--- config.mk ---
export PLATFORM = sky130hd
export DESIGN_NAME = matmul_seq
export DESIGN_NICKNAME = d
export VERILOG_FILES = /design/src/rtl/matmul_seq.sv
export SDC_FILE = /design/constraint.sdc
export NUM_CORES = 1
export LEC_CHECK = 0
export BUFFER_PORTS_ARGS = -buffer_cell sky130_fd_sc_hd__buf_4
export CAP_MARGIN = 20
export CORE_MARGIN = 4
export CORE_UTILIZATION = 25
export DETAILED_ROUTE_END_ITERATION = 6
export PLACE_DENSITY_LB_ADDON = 0.12
export SYNTH_ARGS = -nofsm -noshare
export SYNTH_HDL_FRONTEND = slang
export SYNTH_SLANG_ARGS = --single-unit
export TNS_END_PERCENT = 50
--- constraint.sdc ---
create_clock -name clk_i -period 2.64 [get_ports clk_i]
set_input_delay 0.396 -clock clk_i [delete_from_list [all_inputs] [get_ports clk_i]]
set_output_delay 0.396 -clock clk_i [all_outputs]
set_load 0.01 [all_outputs]
--- src/rtl/matmul_seq.sv ---
// Sequencer for C = A x B on an external PE: walks (i,j) in row-major order and streams k operand pairs per element.
// Optional busy-cycle counter is built only when MATMUL_SEQ_PERF_EN is defined.
module matmul_seq #(
   parameter int DATA_WIDTH = 32,
   parameter int MAX_DIM    = 4
) (
   input  logic                               clk_i,
   input  logic                               rst_ni,
   input  logic                               start_i,
   input  logic [$clog2(MAX_DIM+1)-1:0]       n_dim_i,
   input  logic [$clog2(MAX_DIM+1)-1:0]       k_dim_i,
   input  logic [$clog2(MAX_DIM+1)-1:0]       m_dim_i,
   input  logic                               stall_i,
   output logic                               busy_o,
   output logic                               done_o,
   output logic                               err_o,
   output logic                               rd_en_o,
   output logic [$clog2(MAX_DIM)-1:0]         a_row_o,
   output logic [$clog2(MAX_DIM)-1:0]         a_col_o,
   output logic [$clog2(MAX_DIM)-1:0]         b_row_o,
   output logic [$clog2(MAX_DIM)-1:0]         b_col_o,
   output logic                               pe_clr_o,
   output logic                               pe_acc_o,
   output logic                               c_wr_en_o,
   output logic [$clog2(MAX_DIM)-1:0]         c_row_o,
   output logic [$clog2(MAX_DIM)-1:0]         c_col_o,
   output logic [31:0]                        perf_cycles_o
);
   localparam int DIM_W = $clog2(MAX_DIM+1);
   localparam int IDX_W = $clog2(MAX_DIM);

   // Element width only documents the attached datapath; nothing here depends on it.
   if (DATA_WIDTH > 0) begin : g_data_width_ok
   end

   typedef enum logic [2:0] {IDLE, CLEAR, ACC, DRAIN, WRITE, DONE} state_t;

   state_t           state_reg, state_next;
   logic [DIM_W-1:0] n_reg, k_reg, m_reg, n_next, k_next, m_next;
   logic [IDX_W-1:0] i_reg, j_reg, l_reg, i_next, j_next, l_next;
   logic [IDX_W-1:0] a_row_reg, a_col_reg, b_col_reg, c_row_reg, c_col_reg;
   logic             err_reg, err_next, acc_reg;
   logic             rd_en, c_wr_en, pe_clr, dims_ok, last_l, last_j, last_i;

   assign dims_ok = (n_dim_i != '0) && (n_dim_i <= DIM_W'(MAX_DIM)) &&
                    (k_dim_i != '0) && (k_dim_i <= DIM_W'(MAX_DIM)) &&
                    (m_dim_i != '0) && (m_dim_i <= DIM_W'(MAX_DIM));
   assign last_l  = (DIM_W'(l_reg) + DIM_W'(1)) == k_reg;
   assign last_j  = (DIM_W'(j_reg) + DIM_W'(1)) == m_reg;
   assign last_i  = (DIM_W'(i_reg) + DIM_W'(1)) == n_reg;

   always_comb begin
      state_next = state_reg;
      n_next     = n_reg;
      k_next     = k_reg;
      m_next     = m_reg;
      i_next     = i_reg;
      j_next     = j_reg;
      l_next     = l_reg;
      err_next   = 1'b0;
      rd_en      = 1'b0;
      c_wr_en    = 1'b0;
      pe_clr     = 1'b0;
      case (state_reg)
         IDLE: begin
            if (start_i) begin
               if (dims_ok) begin
                  n_next     = n_dim_i;
                  k_next     = k_dim_i;
                  m_next     = m_dim_i;
                  i_next     = '0;
                  j_next     = '0;
                  l_next     = '0;
                  state_next = CLEAR;
               end else begin
                  err_next = 1'b1;
               end
            end
         end
         CLEAR: begin
            if (!stall_i) begin
               pe_clr     = 1'b1;
               state_next = ACC;
            end
         end
         ACC: begin
            if (!stall_i) begin
               rd_en = 1'b1;
               if (last_l) begin
                  l_next     = '0;
                  state_next = DRAIN;
               end else begin
                  l_next = l_reg + 1'b1;
               end
            end
         end
         DRAIN: begin
            if (!stall_i) state_next = WRITE;
         end
         WRITE: begin
            if (!stall_i) begin
               c_wr_en    = 1'b1;
               state_next = CLEAR;
               if (last_j) begin
                  j_next = '0;
                  if (last_i) begin
                     i_next     = '0;
                     state_next = DONE;
                  end else begin
                     i_next = i_reg + 1'b1;
                  end
               end else begin
                  j_next = j_reg + 1'b1;
               end
            end
         end
         DONE:    state_next = IDLE;
         default: state_next = IDLE;
      endcase
   end

   always_ff @(posedge clk_i or negedge rst_ni) begin
      if (!rst_ni) begin
         state_reg <= IDLE;
         n_reg     <= '0;
         k_reg     <= '0;
         m_reg     <= '0;
         i_reg     <= '0;
         j_reg     <= '0;
         l_reg     <= '0;
         err_reg   <= 1'b0;
         acc_reg   <= 1'b0;
         a_row_reg <= '0;
         a_col_reg <= '0;
         b_col_reg <= '0;
         c_row_reg <= '0;
         c_col_reg <= '0;
      end else begin
         state_reg <= state_next;
         n_reg     <= n_next;
         k_reg     <= k_next;
         m_reg     <= m_next;
         i_reg     <= i_next;
         j_reg     <= j_next;
         l_reg     <= l_next;
         err_reg   <= err_next;
         acc_reg   <= rd_en;
         if (rd_en) begin
            a_row_reg <= i_reg;
            a_col_reg <= l_reg;
            b_col_reg <= j_reg;
         end
         if (c_wr_en) begin
            c_row_reg <= i_reg;
            c_col_reg <= j_reg;
         end
      end
   end

   // Indices are live while their strobe is high and otherwise show the last issued value.
   assign busy_o    = (state_reg != IDLE);
   assign done_o    = (state_reg == DONE);
   assign err_o     = err_reg;
   assign rd_en_o   = rd_en;
   assign pe_clr_o  = pe_clr;
   assign pe_acc_o  = acc_reg;
   assign c_wr_en_o = c_wr_en;
   assign a_row_o   = rd_en ? i_reg : a_row_reg;
   assign a_col_o   = rd_en ? l_reg : a_col_reg;
   assign b_row_o   = rd_en ? l_reg : a_col_reg;
   assign b_col_o   = rd_en ? j_reg : b_col_reg;
   assign c_row_o   = c_wr_en ? i_reg : c_row_reg;
   assign c_col_o   = c_wr_en ? j_reg : c_col_reg;

`ifdef MATMUL_SEQ_PERF_EN
   logic [31:0] perf_reg;

   always_ff @(posedge clk_i or negedge rst_ni) begin
      if (!rst_ni) begin
         perf_reg <= '0;
      end else if (state_reg == IDLE && start_i && dims_ok) begin
         perf_reg <= '0;
      end else if (state_reg != IDLE && perf_reg != '1) begin
         perf_reg <= perf_reg + 32'd1;
      end
   end

   assign perf_cycles_o = perf_reg;
`else
   assign perf_cycles_o = '0;
`endif

endmodule

==> impl_table.tex, run 1 <==
\begin{tabular}{lr}
\hline
Metric & Value \\
\hline
\multicolumn{2}{l}{\textbf{Outcome}} \\
\quad Outcome & finished clean \\
\multicolumn{2}{l}{\textbf{Worst setup path}} \\
\quad Worst setup path class & reg2out \\
\quad WP data required & 2.24 ns \\
\quad Crit path capture type & primary output \\
\quad Arrival time worst endpoint & 2.02 ns \\
\quad Startpoint type of the worst setup path & flop \\
\quad Critical path fanouts, max & 8 \\
\multicolumn{2}{l}{\textbf{Logic synthesis}} \\
\quad Synth warn & 0 \\
\quad Area share of and/or/nand/nor cells after synthesis & 0.0992 \\
\quad Total standard cell area after synthesis & 1790 µm² \\
\quad Combinational family with the most area after synthesis & buffers and inverters \\
\quad FF+latch count, synth & 30 \\
\quad Synthesized-area fraction occupied by xor and xnor cells & 0.0538 \\
\quad Adder-cell share of the synthesized area & 0.0209 \\
\quad Post-synthesis cell count & 157 \\
\quad Mux contribution to synthesized area & 0.163 \\
\quad Mean area per synthesized cell & 11.4 µm² \\
\quad Sequential cell area fraction in the yosys report & 0.419 \\
\quad Count of different cell masters after synthesis & 39 \\
\quad Post-synthesis compound-gate area fraction & 0.0663 \\
\multicolumn{2}{l}{\textbf{Clocking}} \\
\quad Clock insertion delay at the later pin of the skew report & 0.28 ns \\
\quad Clock-pin slew of the registers on the worst-case setup and hold paths & 0.06 ns \\
\quad CTS HTree Levels & 2 \\
\quad Maximum clock path buffer count & 2 \\
\quad Setup bufs post-CTS & 0 \\
\quad Number of buffers added by the clock tree synthesis step & 5 \\
\quad Cell at the root of the clock tree & sky130\_fd\_sc\_hd\_\_clkbuf\_8 \\
\quad CTS tree & built \\
\quad Number of sinks handled by clock tree synthesis & 30 \\
\multicolumn{2}{l}{\textbf{Placement}} \\
\quad Estimated wirelength of the detail-placed design & 2890 µm \\
\quad Placed insts & 278 \\
\quad Worst slack at placement & 0.382 ns \\
\quad Routability congestion estimate from global placement & 0.722 \\
\quad PortBufs & 31 \\
\multicolumn{2}{l}{\textbf{Floorplan}} \\
\quad Area inside the core boundary & 6870 µm² \\
\quad Floorplan die height & 92.7 µm \\
\quad Die area & 8580 µm² \\
\quad FP Rows & 30 \\
\quad Floorplan die width & 92.7 µm \\
\quad Number of placed I/O pins & 64 \\
\quad Starting density of the core & 0.261 \\
\multicolumn{2}{l}{\textbf{Power and ir drop}} \\
\quad Internal portion of total power & 1.20 mW \\
\quad Part of the total power dissipated in the clock network & 0.183 \\
\quad Post-layout power & 1.86 mW \\
\quad Switching part of the total power & 0.358 \\
\quad Register share of total power & 0.395 \\
\quad Peak supply drop & 0.000307 V \\
\quad Net switching power & 0.667 mW \\
\quad Leakage power & 1.02 nW \\
\quad Power Dens Cells & 907 nW/µm² \\
\quad Power share of the combinational group & 0.422 \\
\multicolumn{2}{l}{\textbf{Drt}} \\
\quad Count of nets left with antenna violations after detail routing & 0 \\
\quad Vias post-DR & 1,115 \\
\quad DRC marker count from the first detailed-route iteration & 21 \\
\quad First-pass detailed-route iteration total & 4 \\
\quad Detailed-route wire length per cell & 13.0 µm \\
\quad DR vias/cell & 3.91 \\
\quad Final Routed Wirelength & 3700 µm \\
\quad \# DRC & 0 \\
\multicolumn{2}{l}{\textbf{Finish}} \\
\quad Count of nets after finishing & 205 \\
\quad Antenna fix cells & 0 \\
\quad Count of placed standard cells in the final layout, fillers left out & 285 \\
\quad Synth-to-Final Area Change & 14.7\% \\
\quad Fraction of final layout cells sized beyond drive strength 1 & 0.333 \\
\quad Fin util & 0.299 \\
\multicolumn{2}{l}{\textbf{Timing}} \\
\quad Smallest setup slack after layout & 0.225 ns \\
\quad Final period demand of the worst path & 2.42 ns \\
\quad Final number of setup-violating endpoints & 0 \\
\quad Final hold violations & 0 \\
\quad Worst clock skew & 0.00640 ns \\
\quad Final Cycle Share & 0.915 \\
\quad Setup TNS & 0 ns \\
\quad Unrepaired setup endpoints after global routing & no \\
\quad Final-report max-slew violation count & 0 \\
\quad FMAX & 0.414 GHz \\
\multicolumn{2}{l}{\textbf{Global route}} \\
\quad Tot GR Track Use & 0.0915 \\
\quad Global route total overflow & 0 \\
\quad Largest net degree at the start of global routing & 31 \\
\quad Number of global-route vias before repair & 1,189 \\
\quad Antenna violations before repair & 0 \\
\quad First-pass GRT wire length & 6060 µm \\
\multicolumn{2}{l}{\textbf{Job}} \\
\quad Total of max-cap violations & 0 \\
\multicolumn{2}{l}{\textbf{Worst hold path}} \\
\quad Worst Hold Class & in2async \\
\hline
\end{tabular}
-- final timing paths --
| kind | start | to | slack [ns] | depth (start not counted) |
|---|---|---|---|---|
| max in group asynchronous | rst_ni | j_reg[1] | 2.30 | 1 |
| max | state_reg[2] | b_row_o[1] | 0.22 | 5 |
| min | rst_ni | a_col_reg[1] | 0.04 | 1 |
| max reg2reg | j_reg[0] | i_reg[1] | 0.81 | 5 |
| min in group clk_i | k_dim_i[1] | k_reg[1] | 0.36 | 2 |
| min reg2reg | a_row_reg[1] | a_row_reg[1] | 0.50 | 1 |
-- area by class of cell --
class	count	area, µm²
Clock buffer	7	76.3
Fill cell	736	4810
Inverter	5	20.0
Multi-Input combinational cell	115	848
Sequential cell	30	751
Tap cell	96	120
Timing Repair Buffer	32	240
-- cells in the final DEF (no fill, tap or decap), types with 3 or more instances in the layout --
cell                       count
sky130_fd_sc_hd__a21oi_1       4
sky130_fd_sc_hd__conb_1       32
sky130_fd_sc_hd__dfrtp_1      30
sky130_fd_sc_hd__buf_4        32
sky130_fd_sc_hd__nor2_1        8
sky130_fd_sc_hd__o21ai_1       3
sky130_fd_sc_hd__clkbuf_8      5
sky130_fd_sc_hd__mux2_1        5
sky130_fd_sc_hd__xnor2_1       5
sky130_fd_sc_hd__nor3_1        3
sky130_fd_sc_hd__mux2_2        5
sky130_fd_sc_hd__inv_1         4
sky130_fd_sc_hd__mux2_4       12
sky130_fd_sc_hd__xor2_1        6
sky130_fd_sc_hd__o31ai_1       3
sky130_fd_sc_hd__ha_1          3
-- worst max-delay path, cell delays in order, from the launching register on --
cell and delay [ns]:
sky130_fd_sc_hd__dfrtp_1 0.46, sky130_fd_sc_hd__nand2b_1 0.21, sky130_fd_sc_hd__or3_4 0.42, sky130_fd_sc_hd__clkinv_2 0.13, sky130_fd_sc_hd__mux2_1 0.36, sky130_fd_sc_hd__buf_4 0.16
-- logic make-up after synthesis --
| kind of cell | Yosys count |
|---|---|
| compound gates | 18 |
| xor+xnor | 11 |
| fa+ha+maj | 3 |
| buf+inv | 43 |
| flops | 30 |
| mux | 22 |
| other cells | 1 |
| simple gates | 29 |
-- metrics by stage --
step,instance area [µm²],hold WS [ns]
final,2060,0.0445
after global routing,2060,0.0754
after CTS,2050,0.0540
after detailed placement,1970,0.359
after global placement,1970,0.360
after floorplan,1910,0.100
-- Yosys cell counts --
cell type	n	share of area
sky130_fd_sc_hd__inv_1	4	0.0084
sky130_fd_sc_hd__nor2_4	1	0.0063
sky130_fd_sc_hd__nand3_2	1	0.0056
sky130_fd_sc_hd__o21bai_1	1	0.0042
sky130_fd_sc_hd__a21o_1	1	0.0042
sky130_fd_sc_hd__o31a_1	1	0.0049
sky130_fd_sc_hd__nand4_1	1	0.0035
sky130_fd_sc_hd__nor3_2	1	0.0056
sky130_fd_sc_hd__nand2b_1	1	0.0035
sky130_fd_sc_hd__clkinv_2	1	0.0028
sky130_fd_sc_hd__mux2_1	5	0.031
sky130_fd_sc_hd__ha_1	3	0.021
sky130_fd_sc_hd__o31ai_1	3	0.013
sky130_fd_sc_hd__o21ai_0	1	0.0028
sky130_fd_sc_hd__buf_6	3	0.019
sky130_fd_sc_hd__nor3_4	1	0.0091
sky130_fd_sc_hd__nor3_1	3	0.0084
sky130_fd_sc_hd__dfrtp_1	30	0.42
sky130_fd_sc_hd__nor3b_1	2	0.0084
sky130_fd_sc_hd__buf_4	34	0.14
sky130_fd_sc_hd__xnor2_1	5	0.024
sky130_fd_sc_hd__a21oi_1	4	0.011
sky130_fd_sc_hd__or3_1	3	0.010
sky130_fd_sc_hd__a32oi_1	1	0.0049
sky130_fd_sc_hd__nor4_1	2	0.0070
sky130_fd_sc_hd__conb_1	1	0.0021
sky130_fd_sc_hd__nor2_2	1	0.0035
sky130_fd_sc_hd__a21oi_2	1	0.0049
sky130_fd_sc_hd__xor2_1	6	0.029
sky130_fd_sc_hd__nand2_1	1	0.0021
sky130_fd_sc_hd__nand3_1	2	0.0056
sky130_fd_sc_hd__buf_2	1	0.0028
sky130_fd_sc_hd__nor2_1	8	0.017
sky130_fd_sc_hd__o22a_1	1	0.0049
sky130_fd_sc_hd__o21ai_1	3	0.0084
sky130_fd_sc_hd__mux2_4	12	0.10
sky130_fd_sc_hd__nand2_2	1	0.0035
sky130_fd_sc_hd__a31oi_1	1	0.0035
sky130_fd_sc_hd__mux2_2	5	0.031
-- power groups by stage --
stage / Clock [mW] / Combinational, mW / Sequential, mW
final: 0.341 / 0.787 / 0.737
after floorplan: 0 / 0.631 / 0.708
after global routing: 0.379 / 0.874 / 0.760
after CTS: 0.361 / 0.797 / 0.740
after detailed placement: 0 / 0.793 / 0.748
after global placement: 0 / 0.783 / 0.742
-- routing by layer --
metal,up-vias,global-route usage,routed length (µm)
li1,535,-,-
met1,542,0.109,1600
met2,36,0.150,1850
met3,2,0.0252,207
met4,0,0.0476,42
met5,-,0,0
-- timing repair --
item | 4_1_cts | 5_1_grt
endpoints found under the setup margin | 0 | 4
gates resized for setup | 0 | 1
hold buffers | 0 | 0
(Power assumes the default switching activity.)
==> run 2, diff against run 1 <==
--- a/config.mk
+++ b/config.mk
@@ -11,6 +11,7 @@
 export CORE_UTILIZATION = 25
 export DETAILED_ROUTE_END_ITERATION = 6
 export PLACE_DENSITY_LB_ADDON = 0.12
+export SLEW_MARGIN = 20
 export SYNTH_ARGS = -nofsm -noshare
 export SYNTH_HDL_FRONTEND = slang
 export SYNTH_SLANG_ARGS = --single-unit
==> constraint.sdc (replaced) <==
create_clock -name clk_i -period 2.64 [get_ports clk_i]
set_input_delay 0.396 -clock clk_i [delete_from_list [all_inputs] [get_ports clk_i]]
set_output_delay 0.396 -clock clk_i [all_outputs]
set_load 0.1 [all_outputs]
==> impl_table.tex, run 2 (synthesis gave the netlist of run 1 again) <==
\begin{tabular}{lr}
\hline
Metric & Value \\
\hline
\multicolumn{2}{l}{\textbf{Outcome}} \\
\quad Outcome & finished clean (unchanged) \\
\multicolumn{2}{l}{\textbf{Clocking}} \\
\quad Setup bufs post-CTS & 0 (unchanged) \\
\quad Cell at the root of the clock tree & sky130\_fd\_sc\_hd\_\_clkbuf\_8 (unchanged) \\
\quad Clock-pin slew of the registers on the worst-case setup and hold paths & 0.06 ns (about the same) \\
\quad CTS tree & built (unchanged) \\
\quad CTS HTree Levels & 2 (unchanged) \\
\quad Number of buffers added by the clock tree synthesis step & 5 (unchanged) \\
\quad Number of buffers inserted for hold repair after clock tree synthesis & 0 (unchanged) \\
\quad Resize count post-CTS & 1 (was 0) \\
\quad Clock insertion delay at the later pin of the skew report & 0.28 ns (about the same) \\
\quad Number of sinks handled by clock tree synthesis & 30 (unchanged) \\
\quad Maximum clock path buffer count & 2 (unchanged) \\
\multicolumn{2}{l}{\textbf{Power and ir drop}} \\
\quad Post-layout power & 2.68 mW (was 1.86 mW) \\
\quad Power Dens Cells & 1290 nW/µm² (was 907 nW/µm²) \\
\quad Leakage power & 1.03 nW (was 1.02 nW) \\
\quad Peak supply drop & 0.000647 V (was 0.000307 V) \\
\multicolumn{2}{l}{\textbf{Global route}} \\
\quad Largest net degree at the start of global routing & 31 (unchanged) \\
\quad First-pass GRT wire length & 5920 µm (was 6060 µm) \\
\quad Global route total overflow & 0 (unchanged) \\
\quad Antenna violations before repair & 0 (unchanged) \\
\quad Number of global-route vias before repair & 1,122 (was 1,189) \\
\quad Tot GR Track Use & 0.0889 (was 0.0915) \\
\multicolumn{2}{l}{\textbf{Worst setup path}} \\
\quad WP data required & 2.24 ns (about the same) \\
\quad Critical path fanouts, max & 8 (unchanged) \\
\quad Critical-path cell with the highest stage delay & sky130\_fd\_sc\_hd\_\_dfrtp\_1 (unchanged) \\
\quad Category of cells accounting for the largest share of critical-path delay & simple AND/OR/NAND/NOR gates (unchanged) \\
\quad Startpoint type of the worst setup path & flop (unchanged) \\
\quad Arrival time worst endpoint & 2.12 ns (was 2.02 ns) \\
\quad WP buf/inv & 2 (unchanged) \\
\quad Worst setup path class & reg2out (unchanged) \\
\quad Ordered cell list for the critical path & nand2b\_1 -> or3\_4 -> clkinv\_2 -> mux2\_2 -> buf\_4 (was nand2b\_1 -> or3\_4 -> clkinv\_2 -> mux2\_1 -> buf\_4) \\
\quad Crit path capture type & primary output (unchanged) \\
\quad Maximum cell stage delay along the critical path & 0.46 ns (about the same) \\
\multicolumn{2}{l}{\textbf{Timing}} \\
\quad Final hold violations & 0 (unchanged) \\
\quad FMAX & 0.398 GHz (was 0.414 GHz) \\
\quad Final number of setup-violating endpoints & 0 (unchanged) \\
\quad Unrepaired setup endpoints after global routing & no (unchanged) \\
\quad Final period demand of the worst path & 2.51 ns (was 2.42 ns) \\
\quad Worst hold margin & 0.0399 ns (was 0.0445 ns) \\
\quad Final Cycle Share & 0.953 (was 0.915) \\
\quad Worst clock skew & 0.00299 ns (was 0.00640 ns) \\
\quad Final-report max-slew violation count & 0 (unchanged) \\
\multicolumn{2}{l}{\textbf{Drt}} \\
\quad Count of nets left with antenna violations after detail routing & 0 (unchanged) \\
\quad Final Routed Wirelength & 3550 µm (was 3700 µm) \\
\quad \# DRC & 0 (unchanged) \\
\quad Detailed-route wire length per cell & 12.4 µm (was 13.0 µm) \\
\quad DR vias/cell & 3.88 (was 3.91) \\
\quad Vias post-DR & 1,111 (was 1,115) \\
\quad DRC marker count from the first detailed-route iteration & 28 (was 21) \\
\quad First-pass detailed-route iteration total & 4 (unchanged) \\
\multicolumn{2}{l}{\textbf{Finish}} \\
\quad Antenna fix cells & 0 (unchanged) \\
\quad Synth-to-Final Area Change & 16.2\% (was 14.7\%) \\
\quad Commonest cells after routing, fill and taps aside & 32 x sky130\_fd\_sc\_hd\_\_conb\_1, 32 x sky130\_fd\_sc\_hd\_\_buf\_4, 30 x sky130\_fd\_sc\_hd\_\_dfrtp\_1, 12 x sky130\_fd\_sc\_hd\_\_mux2\_4, 8 x sky130\_fd\_sc\_hd\_\_nor2\_1 (unchanged) \\
\quad Fraction of final layout cells sized beyond drive strength 1 & 0.363 (was 0.333) \\
\quad Fillers & 731 (was 736) \\
\quad Count of nets after finishing & 205 (unchanged) \\
\multicolumn{2}{l}{\textbf{Placement}} \\
\quad PortBufs & 31 (unchanged) \\
\quad Estimated wirelength of the detail-placed design & 2750 µm (was 2890 µm) \\
\quad Routability congestion estimate from global placement & 0.733 (was 0.722) \\
\multicolumn{2}{l}{\textbf{Floorplan}} \\
\quad FP Rows & 30 (unchanged) \\
\quad Number of placed I/O pins & 64 (unchanged) \\
\quad Floorplan die width & 92.7 µm (unchanged) \\
\quad Die area & 8580 µm² (unchanged) \\
\quad Floorplan die height & 92.7 µm (unchanged) \\
\quad Starting density of the core & 0.261 (unchanged) \\
\quad Area inside the core boundary & 6870 µm² (unchanged) \\
\multicolumn{2}{l}{\textbf{Worst hold path}} \\
\quad Worst Hold Class & in2async (unchanged) \\
\multicolumn{2}{l}{\textbf{Job}} \\
\quad Total of max-cap violations & 0 (unchanged) \\
\hline
\end{tabular}
-- run 2: path summary, 6_finish.rpt --
path	end	slack, ns	cells past startpoint	start
worst max-delay path	a_col_o[1]	0.13	5	state_reg[2]
worst min-delay path	k_reg[0]	0.04	1	rst_ni
worst max register to register	state_reg[2]	0.80	6	i_reg[0]
worst min register to register	b_col_reg[1]	0.50	1	b_col_reg[1]
max in group asynchronous	j_reg[1]	2.32	1	rst_ni
min in group clk_i	n_reg[0]	0.36	2	n_dim_i[0]
-- run 2: per-stage QoR --
stage,area [µm²],util,setup WS [ns],std cells,TNS (ns)
after floorplan,1920,-,-0.154,188,-0.362
after global placement,1990,0.289,0.347,278,0
after detailed placement,1990,0.289,0.309,278,0
final,2080,0.303,0.125,286,0
after CTS,2080,0.303,0.117,286,0
after global routing,2080,0.303,0.0169,286,0
-- run 2: report_power, final --
group	switching (mW)	internal [mW]	leakage, nW
Sequential	0.128	0.608	0.388
Clock	0.174	0.210	0.0482
Combinational	1.14	0.420	0.593
Total	1.44	1.24	1.03
-- run 2: final cells by class --
cell class | instances | area, µm² | share of cell area
clock buffers | 7 | 86.3 | 0.0415
flip-flops and latches | 30 | 751 | 0.361
clock inverters | 1 | 5.00 | 0.00240
inverters | 5 | 20.0 | 0.00962
repair buffers | 32 | 240 | 0.115
well taps | 96 | 120 | 0.0577
multi-input cells | 115 | 860 | 0.413
-- run 2: metal layers --
layer,track usage,share of wire,vias to the layer above
met5,0,0,-
met4,0.0440,0.019,0
met3,0.0284,0.066,6
met2,0.127,0.43,45
met1,0.120,0.48,521
li1,-,-,539
